===== config.mk =====
export PLATFORM = sky130hd
export DESIGN_NAME = pc_control
export DESIGN_NICKNAME = d
export VERILOG_FILES = /design/src/rtl/pc_control.sv
export SDC_FILE = /design/constraint.sdc
export NUM_CORES = 1
export LEC_CHECK = 0
export CAP_MARGIN = 20
export CORE_ASPECT_RATIO = 0.9
export CORE_MARGIN = 4
export CORE_UTILIZATION = 48
export CTS_CLUSTER_SIZE = 12
export DETAILED_ROUTE_END_ITERATION = 8
export GPL_TIMING_DRIVEN = 1
export PLACE_DENSITY = 0.93
export SYNTH_ARGS = -nofsm -noshare
export SYNTH_HDL_FRONTEND = slang
export SYNTH_SLANG_ARGS = --single-unit

===== constraint.sdc =====
create_clock -name clk -period 2.3 [get_ports clk]
set_input_delay 0.345 -clock clk [delete_from_list [all_inputs] [get_ports clk]]
set_output_delay 0.345 -clock clk [all_outputs]
set_load 0.05 [all_outputs]

===== src/rtl/pc_control.sv =====
// Fetch PC, N/V/Z flag register and branch resolution for the resolve stage.
// Redirects (jr or taken branch) pulse br_taken and hold flush for FLUSH_CYCLES cycles.
//
//   state    | meaning
//   ---------+---------------------------------------------------------------
//   ST_RUN   | active: flags writable, halt/jr/br accepted, PC advances
//   ST_FLUSH | squashing wrong path; down-counter runs, requests dropped
//   ST_HALT  | halted; PC and flags frozen until reset
module pc_control #(
    parameter int                  PC_WIDTH     = 16,
    parameter logic [PC_WIDTH-1:0] RESET_VECTOR = '0,
    parameter int                  FLUSH_CYCLES = 2
) (
    input  logic                clk,
    input  logic                rst,
    input  logic                stall,
    input  logic                halt,
    input  logic [2:0]          flag_we,
    input  logic                alu_n,
    input  logic                alu_v,
    input  logic                alu_z,
    input  logic                br_valid,
    input  logic [2:0]          br_cond,
    input  logic [PC_WIDTH-1:0] br_pc,
    input  logic [8:0]          br_offset,
    input  logic                jr_valid,
    input  logic [PC_WIDTH-1:0] jr_target,
    output logic [PC_WIDTH-1:0] pc,
    output logic                flag_n,
    output logic                flag_v,
    output logic                flag_z,
    output logic                br_taken,
    output logic                flush,
    output logic                halted
);

    localparam int CW = $clog2(FLUSH_CYCLES + 1);

    typedef enum logic [1:0] {
        ST_RUN   = 2'd0,
        ST_FLUSH = 2'd1,
        ST_HALT  = 2'd2
    } state_t;

    state_t              state_q, state_d;
    logic [CW-1:0]       cnt_q, cnt_d;
    logic [PC_WIDTH-1:0] pc_q, pc_d;
    logic [2:0]          flags_q, flags_d;   // {N,V,Z}, same order as flag_we
    logic                taken_q, taken_d;

    logic [PC_WIDTH-1:0] br_target;
    logic [PC_WIDTH-1:0] pc_inc;
    logic                cond_true;
    logic                fn, fv, fz;

    assign fn = flags_q[2];
    assign fv = flags_q[1];
    assign fz = flags_q[0];

    assign pc_inc    = pc_q + PC_WIDTH'(1);
    assign br_target = br_pc + PC_WIDTH'(1) + {{(PC_WIDTH-9){br_offset[8]}}, br_offset};

    // Conditions look only at registered flags, never at this cycle's ALU write.
    always_comb begin
        cond_true = 1'b0;
        case (br_cond)
            3'b000:  cond_true = ~fz;
            3'b001:  cond_true = fz;
            3'b010:  cond_true = ~(fz | fn);
            3'b011:  cond_true = fn;
            3'b100:  cond_true = fz | ~fn;
            3'b101:  cond_true = fn | fz;
            3'b110:  cond_true = fv;
            default: cond_true = 1'b1;
        endcase
    end

    always_comb begin
        state_d = state_q;
        cnt_d   = cnt_q;
        pc_d    = pc_q;
        flags_d = flags_q;
        taken_d = 1'b0;
        case (state_q)
            ST_RUN: begin
                for (int i = 0; i < 3; i++) begin
                    if (flag_we[i]) flags_d[i] = (i == 2) ? alu_n : (i == 1) ? alu_v : alu_z;
                end
                if (halt) begin
                    state_d = ST_HALT;
                end else if (jr_valid || (br_valid && cond_true)) begin
                    pc_d    = jr_valid ? jr_target : br_target;
                    taken_d = 1'b1;
                    cnt_d   = CW'(FLUSH_CYCLES);
                    state_d = ST_FLUSH;
                end else if (!stall) begin
                    pc_d = pc_inc;
                end
            end
            ST_FLUSH: begin
                // Counter runs regardless of stall so the flush always completes.
                cnt_d = cnt_q - CW'(1);
                if (cnt_q == CW'(1)) state_d = ST_RUN;
                if (!stall) pc_d = pc_inc;
            end
            ST_HALT: begin
            end
            default: begin
                state_d = ST_RUN;
                cnt_d   = '0;
            end
        endcase
    end

    always_ff @(posedge clk or posedge rst) begin
        if (rst) begin
            state_q <= ST_RUN;
            cnt_q   <= '0;
            pc_q    <= RESET_VECTOR;
            flags_q <= 3'b000;
            taken_q <= 1'b0;
        end else begin
            state_q <= state_d;
            cnt_q   <= cnt_d;
            pc_q    <= pc_d;
            flags_q <= flags_d;
            taken_q <= taken_d;
        end
    end

    assign pc       = pc_q;
    assign flag_n   = flags_q[2];
    assign flag_v   = flags_q[1];
    assign flag_z   = flags_q[0];
    assign br_taken = taken_q;
    assign flush    = (state_q == ST_FLUSH);
    assign halted   = (state_q == ST_HALT);

endmodule


# Word-level counts from Yosys, hierarchy flattened
# Index checks and enable logic that the tools add are counted.
# word_totals
rom_bits,0
latch_bits,0
register_bits,24
elab_cells,57
n_memories,0
mem_bits_rw,0
# op_classes
n_eq_ne,13
bitwise,6
n_div,0
n_shift,0
n_mux,16
magnitude_cmp,0
n_addsub,4
n_reduce_logical,11
mul,0
# ops
op,n
two-way mux 16 bit,4
adder 16 x 1 -> 16 bit (second input constant),2
one-hot mux 16 bit (2 select lines),1
adder 16 bit,1
one-hot mux 2 bit (3 select lines),2
two-way mux 2 bit,5
== test 3 bit (second input constant),3
AND reduction 2 bit,4
one-hot mux 1 bit (7 select lines),1
== test 3 x 2 -> 1 bit (second input constant),2
AND reduction 3 bit,2
== test 2 x 1 -> 1 bit (second input constant),2
inequality test 2 bit (second input constant),2
NOT 1 bit,4
== test 3 x 1 -> 1 bit (second input constant),1
zero test 3 bit,1
two-way mux 1 bit,3
inequality test 3 bit (second input constant),1
== test 2 bit (second input constant),1
zero test 2 bit,1
inequality test 2 x 1 -> 1 bit (second input constant),1
bitwise OR 1 bit,2
nonzero test 2 bit,1
subtractor 2 x 1 -> 2 bit (second input constant),1
other kinds (2),2

# Logic depth before layout (Yosys ltp)
# Gate-level depths: netlist of run 1.
# depth
ltp_word,8
depth_mapped,10

# Least setup slack after synthesis of run 1
# Ideal clock, no wire load.
# synth_path
path_kind,reg2reg
from,reg pc_q[0] (netlist: pc[0])
to,reg pc_q[8] (netlist: pc[8])
t_required_ps,2175
stages_incl_launch_ff,8
path_slack_ps,165
arrival_ps,2011
cell_sequence,dfrtp_1 ha_1 and4b_1 and4_1 clkbuf_1 nand3_1 xnor2_1 mux2_2
# synth_between
elab_chain_cells,5
# synth_rtl
element,line_no,text
"start, declared",47,"logic [PC_WIDTH-1:0] pc_q, pc_d;"
"start signal, assigned",125,pc_q <= pc_d;
adder 16 x 1 -> 16 bit (*),60,assign pc_inc = pc_q + PC_WIDTH'(1);
two-way mux 16 bit (*),"96, 104",
two-way mux 16 bit,91,end else if (jr_valid || (br_valid && cond_true)) begin
two-way mux 16 bit,89,if (halt) begin
one-hot mux 16 bit (2 select lines) (*),84,case (state_q)
# Every way passes the cells marked *; elsewhere a longest branch is shown, timed or not. The select of a mux whose other input is x is not followed.
# A chain may end at the register's enable or synchronous reset.

# Final worst setup path of run 1
# layout_path
from,in br_cond[2]
to,reg pc_q[13] (netlist: pc[13])
# layout_between
elab_chain_cells,7
# layout_rtl
element,line_no,text
"start, declared",23,"input logic [2:0] br_cond,"
"== test 3 bit, or another cell as far along",66,case (br_cond)
one-hot mux 1 bit (7 select lines) (*),66,
logical AND 1 bit (*),91,
logical OR 1 bit (*),91,
two-way mux 16 bit (*),91,
two-way mux 16 bit (*),89,
one-hot mux 16 bit (2 select lines) (*),84,
# Marked as above.

==> results of run 1 <==
cell usage in the layout (no fill, tap or decap), types with 5 or more instances in the layout:
master / count
nand2b_1: 8
xnor2_1: 6
dfrtp_1: 24
nor3_1: 5
nor2_1: 13
mux2i_1: 9
buf_4: 59
inv_1: 14
dlymetal6s2s_1: 5
nand3_1: 10
clkdlybuf4s50_1: 71
a21o_1: 5
nand4_1: 7
a211oi_1: 7
ha_1: 14
o21ai_0: 18
xor2_1: 7
nand2_1: 29
a21oi_1: 21
area by class of cell:
type / count / area, µm²
tap: 65 / 81.33
fill: 338 / 1055
sequential: 24 / 600.6
clock buffer: 4 / 55.05
inverter: 18 / 67.56
timing repair buffer: 136 / 1236
multi-input combinational: 248 / 1829
power by group through the flow:
stage	clock, mW	combinational [mW]	sequential, mW
floorplan	0	0.622	1.23
global placement	0	1.70	0.774
detailed placement	0	1.76	0.792
CTS	0.297	1.77	0.783
global route	0.313	1.91	0.817
finish	0.300	1.80	0.796
worst register-to-register path: cells and delay by family (launching register included):
kind             cells  cell delay (ps)
AO/OA/AOI/OAI        3              490
flip-flops           1              460
AND/OR/NAND/NOR      3             1010
through the flow:
step / TNS, ps / power, mW / setup slack (ps) / hold WS (ps)
after CTS: -3.776 / 2.851 / -3.776 / 439.4
after floorplan: 0 / 1.854 / 164.6 / 359.6
after detailed placement: -3804 / 2.551 / -370.8 / 505.9
after global routing: 0 / 3.037 / 10.38 / 465.9
after global placement: -1944 / 2.477 / -243.0 / 491.1
final: 0 / 2.893 / 34.73 / 426.3
how the worst max path moves through the flow:
stage               slack (ps)     end
floorplan                  160   pc[8]
global placement          -240  pc[14]
detailed placement        -370  pc[14]
CTS                         -4  pc[14]
global route                10  pc[13]
finish                      30  pc[13]
sequential cells by signal (all words and copies together) (netlist names):
register and flops:
pc 16, cnt_q 2, flags_q 3, br_taken 1, state_q 2
layer usage:
layer	track usage	vias to the layer above	share of wire
li1	-	1396	-
met1	0.2898	1436	0.41
met2	0.4595	166	0.50
met3	0.03135	20	0.073
met4	0.06109	0	0.017
met5	0	-	0
synth_stat cells (3+ instances only):
cell type | count | area [µm²]
nand2_1 | 29 | 108.9
dfrtp_1 | 24 | 600.6
a21oi_1 | 23 | 115.1
o21ai_0 | 19 | 95.09
ha_1 | 17 | 212.7
inv_1 | 17 | 63.81
nor2_1 | 13 | 48.80
nand3_1 | 11 | 55.05
mux2i_1 | 9 | 90.09
nand2b_1 | 8 | 50.05
a211oi_1 | 7 | 52.55
nand4_1 | 7 | 43.79
xor2_1 | 7 | 61.31
clkbuf_1 | 6 | 22.52
xnor2_1 | 6 | 52.55
a21o_1 | 5 | 37.54
nor3_1 | 5 | 25.02
o2111ai_1 | 5 | 43.79
mux2_2 | 4 | 45.04
nor4_1 | 4 | 25.02
o211ai_1 | 4 | 30.03
o21a_1 | 4 | 30.03
a31oi_1 | 3 | 18.77
and2_1 | 3 | 18.77
and3_1 | 3 | 18.77
buf_2 | 3 | 15.01
buf_6 | 3 | 33.78
nor3b_1 | 3 | 22.52
cells by family (layout without fill, tap and decap cells):
logic type / count (synthesis) / in the layout
AOI/OAI and AO/OA: 103 / 103
and+or+nand+nor: 100 / 100
buffers and inverters: 30 / 158
DFF: 24 / 24
adders and majority gates: 19 / 19
xor gates and xnor gates: 13 / 13
muxes: 13 / 13
what timing repair did:
item,CTS,global route
pin swaps,1,11
gates resized for setup,3,18
endpoints found under the setup margin,6,11
==> qor.yml, run 1 <==
outcome:
  outcome: "completed"
power:
  power-per-cell-area_nw_per_um2: 747.6
  power.switching_fraction: 0.4790
  pwr-share-clk: 0.104
  comb_power_share: 0.621
  p_leak_nw: 1.695
  switchingPower_mw: 1.386
  peakVddDrop_v: 0.0004845
  power.share.sequential: 0.275
  cellInternalPower_mw: 1.507
critical_path:
  cp_slowest_stage_delay_ps: 670
  startpoint_type: "input port"
  path_cells: "clkdlybuf4s50_1, nand2b_1, o21ai_0, or4b_2, nor2_2, o2111ai_1, o211ai_1"
  master_of_the_slowest_instance_on_the_critical_path: "or4b_2"
  r2r_start: "flags_q[0]"
  timing.critical_path.from: "br_cond[2]"
  critical_path.endpoint_type: "flop"
  crit_type: "in -> reg"
  reg2reg_slack_ps: 260
  ff2ff_path_depth: 6
  critPathTopFamily: "simple AND/OR/NAND/NOR gates"
  cp_num_buf_inv: 1
  critical_path_depth: 7
  r2r_path_end: "pc[13]"
  worst_ep_arrival_time_ps: 2450
  critical_path_required_ps: 2480
  crit_path_max_fanout: 5
cts:
  skew_pair_late_insertion_delay_ps: 270
  cts_buffers: 3
  clock_tree.root_cell: "clkbuf_8"
  holdBufCountCts: 0
  clock_sink_count: 24
  clock_path_buffers: 2
  clkSlewWorstSetupHoldPaths_ps: 90
  tritoncts: "built"
  post_cts.repair.setup_buffers: 0
  h_tree_levels: 1
timing:
  final.setup_skew_ps: 1.628
  finish_stage_setup_viols: 0
  drv_slew: 0
  period_minus_slack_ps: 2265
  layout_worst_path_cycle_share: 0.9849
  hold_viol: 0
  rsz0062_at_grt: "false"
  max_fclk_mhz: 441.4
  timing_worst_slew_pin_value_ps: 532.7
  slew_headroom: 0.6437
floorplan:
  die_area_um2: 6417
  fp-row-count: 24
  fp.dieW_um: 84.00
  initial_utilization: 0.5066
  fp.coreArea_um2: 4925
  io-pin-count: 78
  floorplan.die.height_um: 76.40
layout:
  post_route_cells_drive_above_1_share: 0.2233
  insertedDiodeCount: 0
  num-nets-final: 505
  layout.cells.non_filler: 495
  post-route-util: 0.7858
  cell_area_after_layout_um2: 3870
  layout-area-overhead-vs-synth_pct: 55.12
routing:
  postRouteAntennaNets: 0
  vias: 3018
  avgRoutedWirePerCell_um: 17.17
  first_pass_iters: 5
  detail_route.iter0.violations: 289
  post-route-drc-count: 0
  postRouteWirelength_um: 8498
  detail_route.vias_per_cell: 6.097
job:
  max_cap_violations: 0
synthesis:
  post_synth_fa_ha_maj_area_fraction: 0.09779
  synth_cell_types: 65
  synth_edf_count: 0
  synthFlopType: "dfrtp_1"
  syn_nets: 376
  seq_area_frac_synth: 0.2407
  yosys.area_share.xor_xnor: 0.04564
  synth-simple-area-share: 0.2187
  asyncSetResetFlopFracSynth: 1.000
  syn_area_um2: 2495
  synthesis.instances: 302
  synth_top_family_by_area: "compound AO/OA/AOI/OAI gates"
  syn_area_per_cell_um2: 8.261
  yosysWarnings: 0
  ys_ff_latch: 24
  synth_compound_gate_area_share: 0.2874
  synth.area.mux_share: 0.05416
global_routing:
  grt_overflow: 0
  grt_util_all_layers: 0.2440
  grt_pass1_wl_um: 13190
  grt_max_degree: 25
  vias_in_the_first_global_route: 2949
  grt_antenna_before_repair: 0
placement:
  dpl-instance-area_um2: 3729
  routabilityCongestion: 0.8945
  place.detailed.hpwl_um: 6553
  dp.cells: 491
  io_buffer_count: 77
hold_path:
  timing.hold.worst.class: "in -> async"
(Power assumes the default switching activity.)
==> run 2: changes to the inputs <==
--- a/config.mk
+++ b/config.mk
@@ -11,6 +11,7 @@
 export CORE_UTILIZATION = 48
 export CTS_CLUSTER_SIZE = 12
 export DETAILED_ROUTE_END_ITERATION = 8
+export GPL_ROUTABILITY_DRIVEN = 0
 export GPL_TIMING_DRIVEN = 1
 export PLACE_DENSITY = 0.93
 export SYNTH_ARGS = -nofsm -noshare
==> run 2 against run 1 <==
Net effect:
- first-iteration DRC count shrank 9.0%
- critical path depth unchanged
- non-clock buffer count up 3
- power rose by 0.34%
- combinational power hardly changed
- routed wire length shrank 1.9%
- cell area up 0.16%
- core utilization rose by 0.13 points
- clock-buffer cell count unchanged
- flip-flop and latch count did not move
- clock power about the same
==> qor.yml, run 2 (same netlist as run 1, synthesis figures left out) <==
critical_path:
  reg2reg_slack_ps: 240
  cp_slowest_stage_delay_ps: 680
  startpoint_type: "input port"
  critical_path_required_ps: 2460
  worst_ep_arrival_time_ps: 2390
  crit_type: "in -> reg"
  critical_path.endpoint_type: "flop"
  path_cells: "clkdlybuf4s50_1, nand2b_1, o21ai_0, or4b_2, nor2_2, o211a_1, a211oi_2"
  master_of_the_slowest_instance_on_the_critical_path: "or4b_2"
  crit_path_max_fanout: 5
cts:
  h_tree_levels: 1
  clkSlewWorstSetupHoldPaths_ps: 90
  clock_sink_count: 24
  skew_pair_late_insertion_delay_ps: 270
  holdBufCountCts: 0
  clock_path_buffers: 2
  tritoncts: "built"
  clock_tree.root_cell: "clkbuf_8"
  cts_buffers: 3
routing:
  detail_route.vias_per_cell: 5.962
  postRouteWirelength_um: 8333
  postRouteAntennaNets: 0
  avgRoutedWirePerCell_um: 16.73
  post-route-drc-count: 0
  detail_route.iter0.violations: 263
  first_pass_iters: 5
  vias: 2969
layout:
  post_route_cells_drive_above_1_share: 0.2379
  layout.cells.most_common_list: "clkdlybuf4s50_1 (73), buf_4 (63), nand2_1 (29)"
  layout-area-overhead-vs-synth_pct: 55.37
  largest_register_ffs: 16
  cell_area_after_layout_um2: 3876
  num-nets-final: 508
  insertedDiodeCount: 0
  layout_commonest_cell: "clkdlybuf4s50_1"
  layout.cells.non_filler: 498
timing:
  drv_slew: 0
  finish_stage_setup_viols: 0
  timing_worst_slew_pin_value_ps: 537.8
  hold_viol: 0
  slew_headroom: 0.6403
  layout_worst_path_cycle_share: 0.9682
  period_minus_slack_ps: 2227
  final.setup_skew_ps: 7.617
  max_fclk_mhz: 449.1
power:
  p_leak_nw: 1.691
  post-layout-total-power_mw: 2.903
  power-per-cell-area_nw_per_um2: 749.0
  peakVddDrop_v: 0.0004974
placement:
  io_buffer_count: 77
  place.detailed.hpwl_um: 6439
  dp.cells: 493
  dpl-instance-area_um2: 3731
hold_path:
  timing.hold.worst.class: "in -> async"
global_routing:
  grt_util_all_layers: 0.2500
  grt_overflow: 0
  grt_max_degree: 25
  vias_in_the_first_global_route: 2915
  grt_antenna_before_repair: 0
  grt_pass1_wl_um: 13390
floorplan:
  fp.dieW_um: 84.00
  die_area_um2: 6417
  fp-row-count: 24
  fp.coreArea_um2: 4925
  initial_utilization: 0.5066
  io-pin-count: 78
  floorplan.die.height_um: 76.40
outcome:
  outcome: "completed"
job:
  max_cap_violations: 0
-- run 2: changes by cell type in the layout (fill, tap and decap cells not counted), moves of 3 or more --
| cell | change |
|---|---|
| a211oi_2 | +4 |
| ha_4 | -3 |
| buf_4 | +4 |
| a211oi_1 | -4 |
-- run 2: timing repair --
action	CTS	global route
setup endpoints to repair	4	10
resized for setup	4	20
pin swaps	1	14
setup buffers	0	1
gates cloned	0	0
-- run 2: per-layer routing --
layer,vias up,global-route usage,wire length (µm),part of all wire
met1,1369,0.3083,3418,0.41
met5,-,0,0,0
li1,1413,-,-,-
met4,0,0.09968,231,0.028
met2,158,0.4356,4126,0.50
met3,29,0.03676,556,0.067
-- run 2: area by class of cell --
type                    count  area (µm²)
clock buffers               4       55.05
fillers                   324        1049
inverters                  18       67.56
multi-input cells         248        1831
flip-flops and latches     24       600.6
well taps                  65       81.33
repair buffers            139        1241
-- run 2: worst max-delay path, delay by kind of cell --
kind            cells  cell delay (ps)
compound gates      3              430
buf+inv             1              540
simple gates        3             1070
-- run 2: where the power goes --
group	internal, mW	switching, mW	total [mW]	leakage [nW]
combinational	0.779	1.04	1.81	1.38
sequential	0.579	0.213	0.792	0.282
clock	0.153	0.144	0.297	0.0288
total	1.51	1.39	2.90	1.69
-- run 2: metrics by stage --
step	setup TNS [ps]	setup WS, ps	utilization	hold WS (ps)
2_1_floorplan	0	164.6	-	359.6
3_3_place_gp	-1960	-246.6	0.7576	491.1
3_5_place_dp	-3733	-404.9	0.7576	501.0
4_1_cts	0	5.731	0.7716	437.9
5_1_grt	-1.558	-1.558	0.7871	466.0
6_report	0	73.17	0.7871	423.9
-- run 2: final timing paths --
check,startpoint,end,cells past startpoint
min reg2reg,cnt_q[0],cnt_q[0],1
max in group asynchronous,rst,pc[6],3
max,br_cond[2],pc[14],7
min,rst,pc[10],3
max reg2reg,flags_q[0],pc[2],7
min in group clk,cnt_q[0],cnt_q[0],1
